**config.mk**
```make
export PLATFORM = sky130hd
export DESIGN_NAME = zc_cal_sequencer
export DESIGN_NICKNAME = d
export VERILOG_FILES = /design/src/rtl/zc_cal_sequencer.sv
export SDC_FILE = /design/constraint.sdc
export NUM_CORES = 1
export LEC_CHECK = 0
export CORE_AREA = 2 2 152 154
export CTS_BUF_LIST = sky130_fd_sc_hd__clkbuf_8
export DETAILED_ROUTE_END_ITERATION = 7
export DIE_AREA = 0 0 154 156
export PLACE_DENSITY = 0.78
export REMOVE_ABC_BUFFERS = 1
export SYNTH_ARGS = -nofsm -noshare
export SYNTH_HDL_FRONTEND = slang
export SYNTH_SLANG_ARGS = --single-unit
```
**constraint.sdc**
```tcl
create_clock -name clk -period 8.11 [get_ports clk]
set_clock_uncertainty 0.05 [all_clocks]
set_input_delay 1.622 -clock clk [delete_from_list [all_inputs] [get_ports clk]]
set_output_delay 1.622 -clock clk [all_outputs]
set_load 0.1 [all_outputs]
```
**src/rtl/zc_cal_sequencer.sv**
```systemverilog
// Calibration/run sequencer for the I/Q zero-crossing detector pair.
// Clears, calibrates, range-checks offsets with retry, then watches for lost crossings.
module zc_cal_sequencer #(
  parameter int WIDTH       = 16,
  parameter int MAX_RETRY   = 3,
  parameter int MAX_LOG_CAL = 40
) (
  input  logic             clk,
  input  logic             reset,
  input  logic             clear,
  input  logic             start,
  input  logic             stop,
  input  logic             auto_recal_en,
  input  logic [31:0]      log_cal_len,
  input  logic [31:0]      timeout_samples,
  input  logic [WIDTH-1:0] offset_tol,
  input  logic             i_tvalid,
  input  logic             zc_i_valid,
  input  logic             zc_q_valid,
  input  logic [WIDTH-1:0] offset_i,
  input  logic [WIDTH-1:0] offset_q,
  output logic             det_clear,
  output logic             init_cal,
  output logic [31:0]      cal_log_len_out,
  output logic             running,
  output logic             busy,
  output logic             cal_done,
  output logic             cal_fail,
  output logic [7:0]       retry_cnt,
  output logic [15:0]      recal_cnt,
  output logic [2:0]       state
);

  typedef enum logic [2:0] {
    S_IDLE   = 3'd0,
    S_CLEAR  = 3'd1,
    S_CAL    = 3'd2,
    S_SETTLE = 3'd3,
    S_CHECK  = 3'd4,
    S_RUN    = 3'd5,
    S_FAIL   = 3'd6
  } state_t;

  state_t      st;
  logic [47:0] cal_cnt;
  logic        settle;
  logic [31:0] to_cnt;

  logic [31:0] len_clamp;
  logic [WIDTH:0] ext_i, ext_q, abs_i, abs_q;
  logic        pass;
  logic [31:0] to_next;
  logic        to_hit;

  assign state = st;

  assign len_clamp = (log_cal_len > 32'(MAX_LOG_CAL)) ?
                     32'(MAX_LOG_CAL) : log_cal_len;

  // one extra bit so the most negative offset has a representable magnitude
  assign ext_i = {offset_i[WIDTH-1], offset_i};
  assign ext_q = {offset_q[WIDTH-1], offset_q};
  assign abs_i = ext_i[WIDTH] ? ((WIDTH+1)'(0) - ext_i) : ext_i;
  assign abs_q = ext_q[WIDTH] ? ((WIDTH+1)'(0) - ext_q) : ext_q;
  assign pass  = (abs_i <= {1'b0, offset_tol}) &&
                 (abs_q <= {1'b0, offset_tol});

  assign to_next = to_cnt + 32'd1;
  assign to_hit  = auto_recal_en && (timeout_samples != 32'd0) &&
                   (to_next >= timeout_samples);

  always_ff @(posedge clk) begin
    if (reset || clear) begin
      st              <= S_IDLE;
      det_clear       <= 1'b0;
      init_cal        <= 1'b0;
      cal_log_len_out <= 32'd0;
      running         <= 1'b0;
      busy            <= 1'b0;
      cal_done        <= 1'b0;
      cal_fail        <= 1'b0;
      retry_cnt       <= 8'd0;
      recal_cnt       <= 16'd0;
      cal_cnt         <= 48'd0;
      settle          <= 1'b0;
      to_cnt          <= 32'd0;
    end else begin
      det_clear <= 1'b0;
      init_cal  <= 1'b0;
      cal_done  <= 1'b0;
      if (stop && st != S_IDLE) begin
        st      <= S_IDLE;
        running <= 1'b0;
        busy    <= 1'b0;
      end else begin
        unique case (st)
          S_IDLE, S_FAIL: begin
            if (start && !stop) begin
              cal_log_len_out <= len_clamp;
              retry_cnt       <= 8'd0;
              cal_fail        <= 1'b0;
              st              <= S_CLEAR;
              det_clear       <= 1'b1;
              busy            <= 1'b1;
            end
          end
          S_CLEAR: begin
            st       <= S_CAL;
            init_cal <= 1'b1;
            cal_cnt  <= 48'd1 << cal_log_len_out;
          end
          S_CAL: begin
            if (init_cal) begin
              // zero length skips averaging; detector keeps its static offset
              if (cal_log_len_out == 32'd0) begin
                st       <= S_RUN;
                running  <= 1'b1;
                busy     <= 1'b0;
                cal_done <= 1'b1;
                to_cnt   <= 32'd0;
              end
            end else if (i_tvalid) begin
              cal_cnt <= cal_cnt - 48'd1;
              if (cal_cnt == 48'd1) begin
                st     <= S_SETTLE;
                settle <= 1'b0;
              end
            end
          end
          S_SETTLE: begin
            if (settle) st <= S_CHECK;
            else settle <= 1'b1;
          end
          S_CHECK: begin
            if (pass) begin
              st       <= S_RUN;
              running  <= 1'b1;
              busy     <= 1'b0;
              cal_done <= 1'b1;
              to_cnt   <= 32'd0;
            end else if (retry_cnt < 8'(MAX_RETRY)) begin
              retry_cnt <= retry_cnt + 8'd1;
              st        <= S_CLEAR;
              det_clear <= 1'b1;
            end else begin
              cal_fail <= 1'b1;
              st       <= S_FAIL;
              busy     <= 1'b0;
            end
          end
          S_RUN: begin
            if (zc_i_valid || zc_q_valid) begin
              to_cnt <= 32'd0;
            end else if (i_tvalid) begin
              if (to_hit) begin
                if (recal_cnt != 16'hFFFF) recal_cnt <= recal_cnt + 16'd1;
                cal_log_len_out <= len_clamp;
                retry_cnt       <= 8'd0;
                st              <= S_CLEAR;
                det_clear       <= 1'b1;
                running         <= 1'b0;
                busy            <= 1'b1;
                to_cnt          <= 32'd0;
              end else begin
                to_cnt <= to_next;
              end
            end
          end
          default: begin
            st      <= S_IDLE;
            running <= 1'b0;
            busy    <= 1'b0;
          end
        endcase
      end
    end
  end

endmodule

```
==> results.cfg, run 1 <==
[status]
status = finished clean

[timing]
tightest_slew_ns = 1.05
period_minus_slack_ns = 5.80
slew_headroom_pct = 29.2
fmax_mhz = 172
hold_viol = 0
slew_viol_final = 0
fin_crit_sh_pct = 71.6
setup_viol = 0
setup_tns_ns = 0
rsz0062_at_grt = no

[finish]
nets = 1647
drive_gt1_share_pct = 4.70
antenna_cells = 0
n_fill_cell = 2088
fin_util_pct = 55.6
area_growth_pct = 24.7

[synthesis]
ys.warnings.count = 0
yosys-top-cells-count = dfxtp_1 (146), nand2_1 (123), nor2_1 (104)
synth_cell_types = 68
synth_ff_type = dfxtp_1
yosysTopAreaCellShare_pct = 29.3
synth.area.top_cells = dfxtp_1 (29%), ha_1 (8.9%), xnor2_1 (4.8%)
yosysSeqAreaShare_pct = 29.3
avgSynthCellArea_um2 = 7.69
synth-edff-count = 0
synth_largest_area_cell = dfxtp_1
synth_area_mm2 = 0.00997
syn_inst = 1297
yosysMostFrequentCell = dfxtp_1
synth_seq_cells = 146
synth-async-reset-ratio_pct = 0

[clock_tree]
clk_pin_slew_ns = 0.10
cts_tree = built
clockBufferDepth = 2
cts.sinks = 146
cts_resized = 0
numCtsBuffers = 17
htree_levels = 4
cts_setup_buffers = 0
root_buffer = clkbuf_8
clock_latency_ns = 0.47
cts_hold_buf = 0

[power_and_ir_drop]
seqPwrFrac_pct = 44.0
p_per_area_mw_per_mm2 = 134
p_int_mw = 1.11
power_frac_clock_pct = 33.2
cellLeakagePower_nw = 4.70
p_sw_share_pct = 33.6
irDropWorstVdd_uv = 114
pwr-share-comb_pct = 22.8
p_sw_mw = 0.559
power_mw = 1.67

[job]
cap_violations = 0

[floorplanning]
die-area_mm2 = 0.0240
die_w_um = 154
row_count = 55
core_mm2 = 0.0224
initial_core_util_pct = 44.6
die_h_um = 156
io_pins = 186

[detailed_routing]
wl_per_cell_um = 17.0
drt_iter0_markers = 846
viasPerCell = 5.94
drc = 0
drt_pass1_iterations = 5
postRouteAntennaNets = 0
vias = 10400
wirelength_um = 29800

[min_path]
hold_path.class = reg2reg

[global_route]
grt_usage_pct = 24.3
grt-ovfl-total = 0
grt_pass1_wl_um = 48200
grt_max_degree = 74
grt_pass1_vias = 9738
antenna_found_initial = 0

[placed_design]
hpwlAfterDp_um = 22100
routabilityCongestion = 0.917
port_buffers = 185

[setup_path]
cp.arrival_ns = 6.15
crit_path_start_kind = input port
worstPathRequired_ns = 8.46
worstSetupEndpointType = flop
critPathKind = in2reg
worst-path-max-fanout = 8
## worst max-delay path, cell delays in order
cell and delay (ns):
clkdlybuf4s50_1 0.49, or4_1 0.64, nor4_1 0.29, nand2b_1 0.11, or2_2 0.29, o21ai_0 0.21
xnor2_1 0.09, ha_1 0.29, nand3_1 0.13, nor3_1 0.29, a21bo_2 0.26, o22ai_1 0.33
o21ai_0 0.23, a211oi_2 0.62, mux2i_1 0.26
## through the flow
stage | hold WS, ns | setup WS [ns] | instances | instance area [um2]
2_1_floorplan | 0.392 | 2.29 | 1238 | 9730
3_3_place_gp | 0.385 | 1.94 | 1721 | 12100
3_5_place_dp | 0.390 | 1.78 | 1721 | 12100
4_1_cts | 0.404 | 2.26 | 1753 | 12400
5_1_grt | 0.436 | 1.84 | 1753 | 12400
6_report | 0.402 | 2.31 | 1753 | 12400
## metal layers
layer	vias up	wire length [um]	share of wire, %	track usage, %
met4	0	814	2.7	8.37
met1	4830	12700	43	30.8
met2	382	14400	48	41.2
li1	5130	-	-	-
met5	-	0	0	0
met3	65	1850	6.2	4.97
## cells by family (layout without fill, tap and decap cells)
logic type / count (synthesis) / count (layout) / synth area share, %
and+or+nand+nor: 535 / 535 / 27.6
AOI/OAI and AO/OA: 329 / 329 / 21.7
DFF: 146 / 146 / 29.3
buffers and inverters: 136 / 307 / 5.25
adders and majority gates: 71 / 71 / 8.91
xor gates and xnor gates: 64 / 64 / 5.62
muxes: 16 / 16 / 1.62
## path summary, 6_finish.rpt
| kind | startpoint | endpoint | slack [ns] | depth (start not counted) |
|---|---|---|---|---|
| setup reg to reg | to_cnt[0] | to_cnt[2] | 2.50 | 16 |
| hold / removal | retry_cnt[5] | retry_cnt[5] | 0.40 | 2 |
| hold reg to reg | retry_cnt[5] | retry_cnt[5] | 0.40 | 2 |
| setup / recovery | offset_i[3] | retry_cnt[1] | 2.31 | 15 |
## flip-flops by register name, indices dropped and copies added, names as in the netlist
signal,flops
settle,1
running,1
recal_cnt,16
cal_cnt,48
det_clear,1
busy,1
cal_fail,1
state,3
init_cal,1
cal_done,1
cal_log_len_out,32
retry_cnt,8
to_cnt,32
## cell type report
type | instances | area, um2 | share of cell area, %
multi-input cells | 1015 | 6540 | 52.6
clock buffers | 17 | 234 | 1.88
inverters | 77 | 289 | 2.33
well taps | 285 | 357 | 2.87
flip-flops and latches | 146 | 2920 | 23.5
repair buffers | 198 | 1950 | 15.7
clock inverters | 15 | 141 | 1.14
## power by group through the flow
stage | registers (mW) | logic (mW) | clock network, mW
after floorplan | 0.769 | 0.210 | 0
after global placement | 0.749 | 0.367 | 0
after detailed placement | 0.749 | 0.374 | 0
after CTS | 0.732 | 0.376 | 0.561
after global routing | 0.734 | 0.415 | 0.591
final | 0.733 | 0.380 | 0.553
## cells in the final DEF, fill, tap and decap left out, types with 26 or more instances in the layout
master	netlist	layout
a21oi_1	80	80
and2_1	30	30
clkdlybuf4s50_1	0	185
dfxtp_1	146	146
ha_1	71	71
inv_1	77	77
nand2_1	123	123
nand3_1	47	47
nand4_1	31	31
nor2_1	104	103
nor3_1	43	42
nor4_1	43	43
o21ai_0	78	77
o22ai_1	26	26
or3_1	31	31
xnor2_1	55	55
Note: power is estimated with default switching activity, not from simulation.
==> run 2, diff against run 1 <==
- clock period: 8.11 -> 5.4 ns (I/O delays scaled with it)
==> run 2 against run 1 <==
Compared with the run above: sequential power rose by 50%; critical path depth rose by 2; total power rose by 48%; first-iteration DRC count rose by 13%; non-clock buffer count rose by 13; sequential share of layout area fell by 0.15 points; clock power rose by 42%; final cell count rose by 0.68%; critical endpoint is now to_cnt[26]; highest routed layer unchanged.
==> results.cfg, run 2 (synthesis gave the netlist of run 1 again) <==
[finish]
drive_gt1_share_pct = 5.47
largest-register = cal_cnt
final_common_cell = clkdlybuf4s50_1
fin_util_pct = 55.9
largest_register_ffs = 48
antenna_cells = 0
reg.largest.list = cal_cnt x48, cal_log_len_out x32, to_cnt x32
final_area_mm2 = 0.0125
nets = 1660
mostFrequentLayoutCells = clkdlybuf4s50_1 (185), dfxtp_1 (146), nand2_1 (123)
area_growth_pct = 25.5

[timing]
fmax_mhz = 202
setup_viol = 0
hold_viol = 0
finalWorstSetupSlack_ns = 0.453
period_minus_slack_ns = 4.95
fin_crit_sh_pct = 91.6
setup_tns_ns = 0
rsz0062_at_grt = no
tightest_slew_ns = 1.22
slew_headroom_pct = 18.1
slew_viol_final = 0

[floorplanning]
row_count = 55
die_w_um = 154
io_pins = 186
initial_core_util_pct = 44.6
die_h_um = 156
die-area_mm2 = 0.0240
core_mm2 = 0.0224

[detailed_routing]
drc = 0
drt_pass1_iterations = 5
vias = 10400
drt_iter0_markers = 959
wl_per_cell_um = 16.8
viasPerCell = 5.90
postRouteAntennaNets = 0
wirelength_um = 29600

[setup_path]
r2r_start = to_cnt[0]
cp_slowest_cell = a221oi_1
critPathTopFamily = simple AND/OR/NAND/NOR gates
critical_path.cell_chain = ha_1 > and3_1 > nand4_1 > nor4_1 > buf_4 > nand3_1 > nor2_1 > xor2_1 > ha_1 > a21oi_1 > nand2_1 > a221oi_1 > a21oi_1 > nor3_2 > buf_4 > nand3_1 > o221ai_1
cp.arrival_ns = 5.28
worstPathRequired_ns = 5.73
slowest_delay_ns = 0.47
worst-path-buf-inv = 2
crit_path_start_kind = flop
worst-path-max-fanout = 17
critPathKind = reg2reg
startpoint = to_cnt[0]
worstSetupEndpointType = flop

[status]
status = finished clean

[global_route]
grt-ovfl-total = 0
grt_max_degree = 74
grt_pass1_wl_um = 47000
antenna_found_initial = 0
grt_usage_pct = 23.8
grt_pass1_vias = 9467

[power_and_ir_drop]
irDropWorstVdd_uv = 134
cellLeakagePower_nw = 4.76
p_per_area_mw_per_mm2 = 197

[clock_tree]
cts.sinks = 146
numCtsBuffers = 17
root_buffer = clkbuf_8
cts_hold_buf = 0
clock_latency_ns = 0.47
clk_pin_slew_ns = 0.09
htree_levels = 4
clockBufferDepth = 2
cts_tree = built

[placed_design]
routabilityCongestion = 0.878
port_buffers = 185
hpwlAfterDp_um = 22200
dp_slack_ns = 0.0654
placed_cell_area_mm2 = 0.0122

[min_path]
hold_path.class = reg2reg
hp-start = retry_cnt[7]

[job]
cap_violations = 0
run 2: where the power goes:
part	switching [mW]	leakage, nW	internal [mW]
registers	0.0164	1.18	1.08
clock network	0.453	0.179	0.335
logic	0.331	3.41	0.244
total	0.801	4.76	1.66
run 2: path summary, 6_finish.rpt:
path | endpoint | slack [ns] | cells past startpoint
worst max-delay path | to_cnt[26] | 0.45 | 17
worst min-delay path | retry_cnt[7] | 0.40 | 2
worst max register to register | to_cnt[26] | 0.45 | 17
worst min register to register | retry_cnt[7] | 0.40 | 2
run 2: final cells by class:
type | instances | area [um2]
clock buffer | 18 | 248
multi-input combinational | 1015 | 6540
tap | 285 | 357
timing repair buffer | 211 | 2050
fill | 2049 | 9860
inverter | 77 | 289
clock inverter | 13 | 105
sequential | 146 | 2920
run 2: stage by stage:
step | power [mW] | hold WS, ns | std cells
global route | 2.58 | 0.417 | 1765
floorplan | 1.47 | 0.392 | 1238
detailed placement | 1.69 | 0.389 | 1734
global placement | 1.68 | 0.384 | 1734
finish | 2.46 | 0.400 | 1765
CTS | 2.47 | 0.402 | 1765
run 2: repair_timing:
action / CTS / global route
gates resized for setup: 0 / 1
endpoints found under the setup margin: 0 / 1
buffers inserted: 0 / 0
run 2: worst reg2reg max path: cells and delay by family (launching register included):
kind	cells	cell delay [ns]
simple gates	8	1.82
flops	1	0.43
fa+ha+maj	2	0.60
buf+inv	2	0.49
compound gates	4	1.24
xor+xnor	1	0.24
run 2: layer usage:
metal | routed length (um) | part of all wire, % | up-vias | track usage (%)
li1 | - | - | 5144 | -
met1 | 12800 | 43 | 4848 | 30.9
met2 | 14100 | 48 | 357 | 39.9
met3 | 1770 | 6.0 | 73 | 4.50
met4 | 867 | 2.9 | 0 | 8.10
met5 | 0 | 0 | - | 0
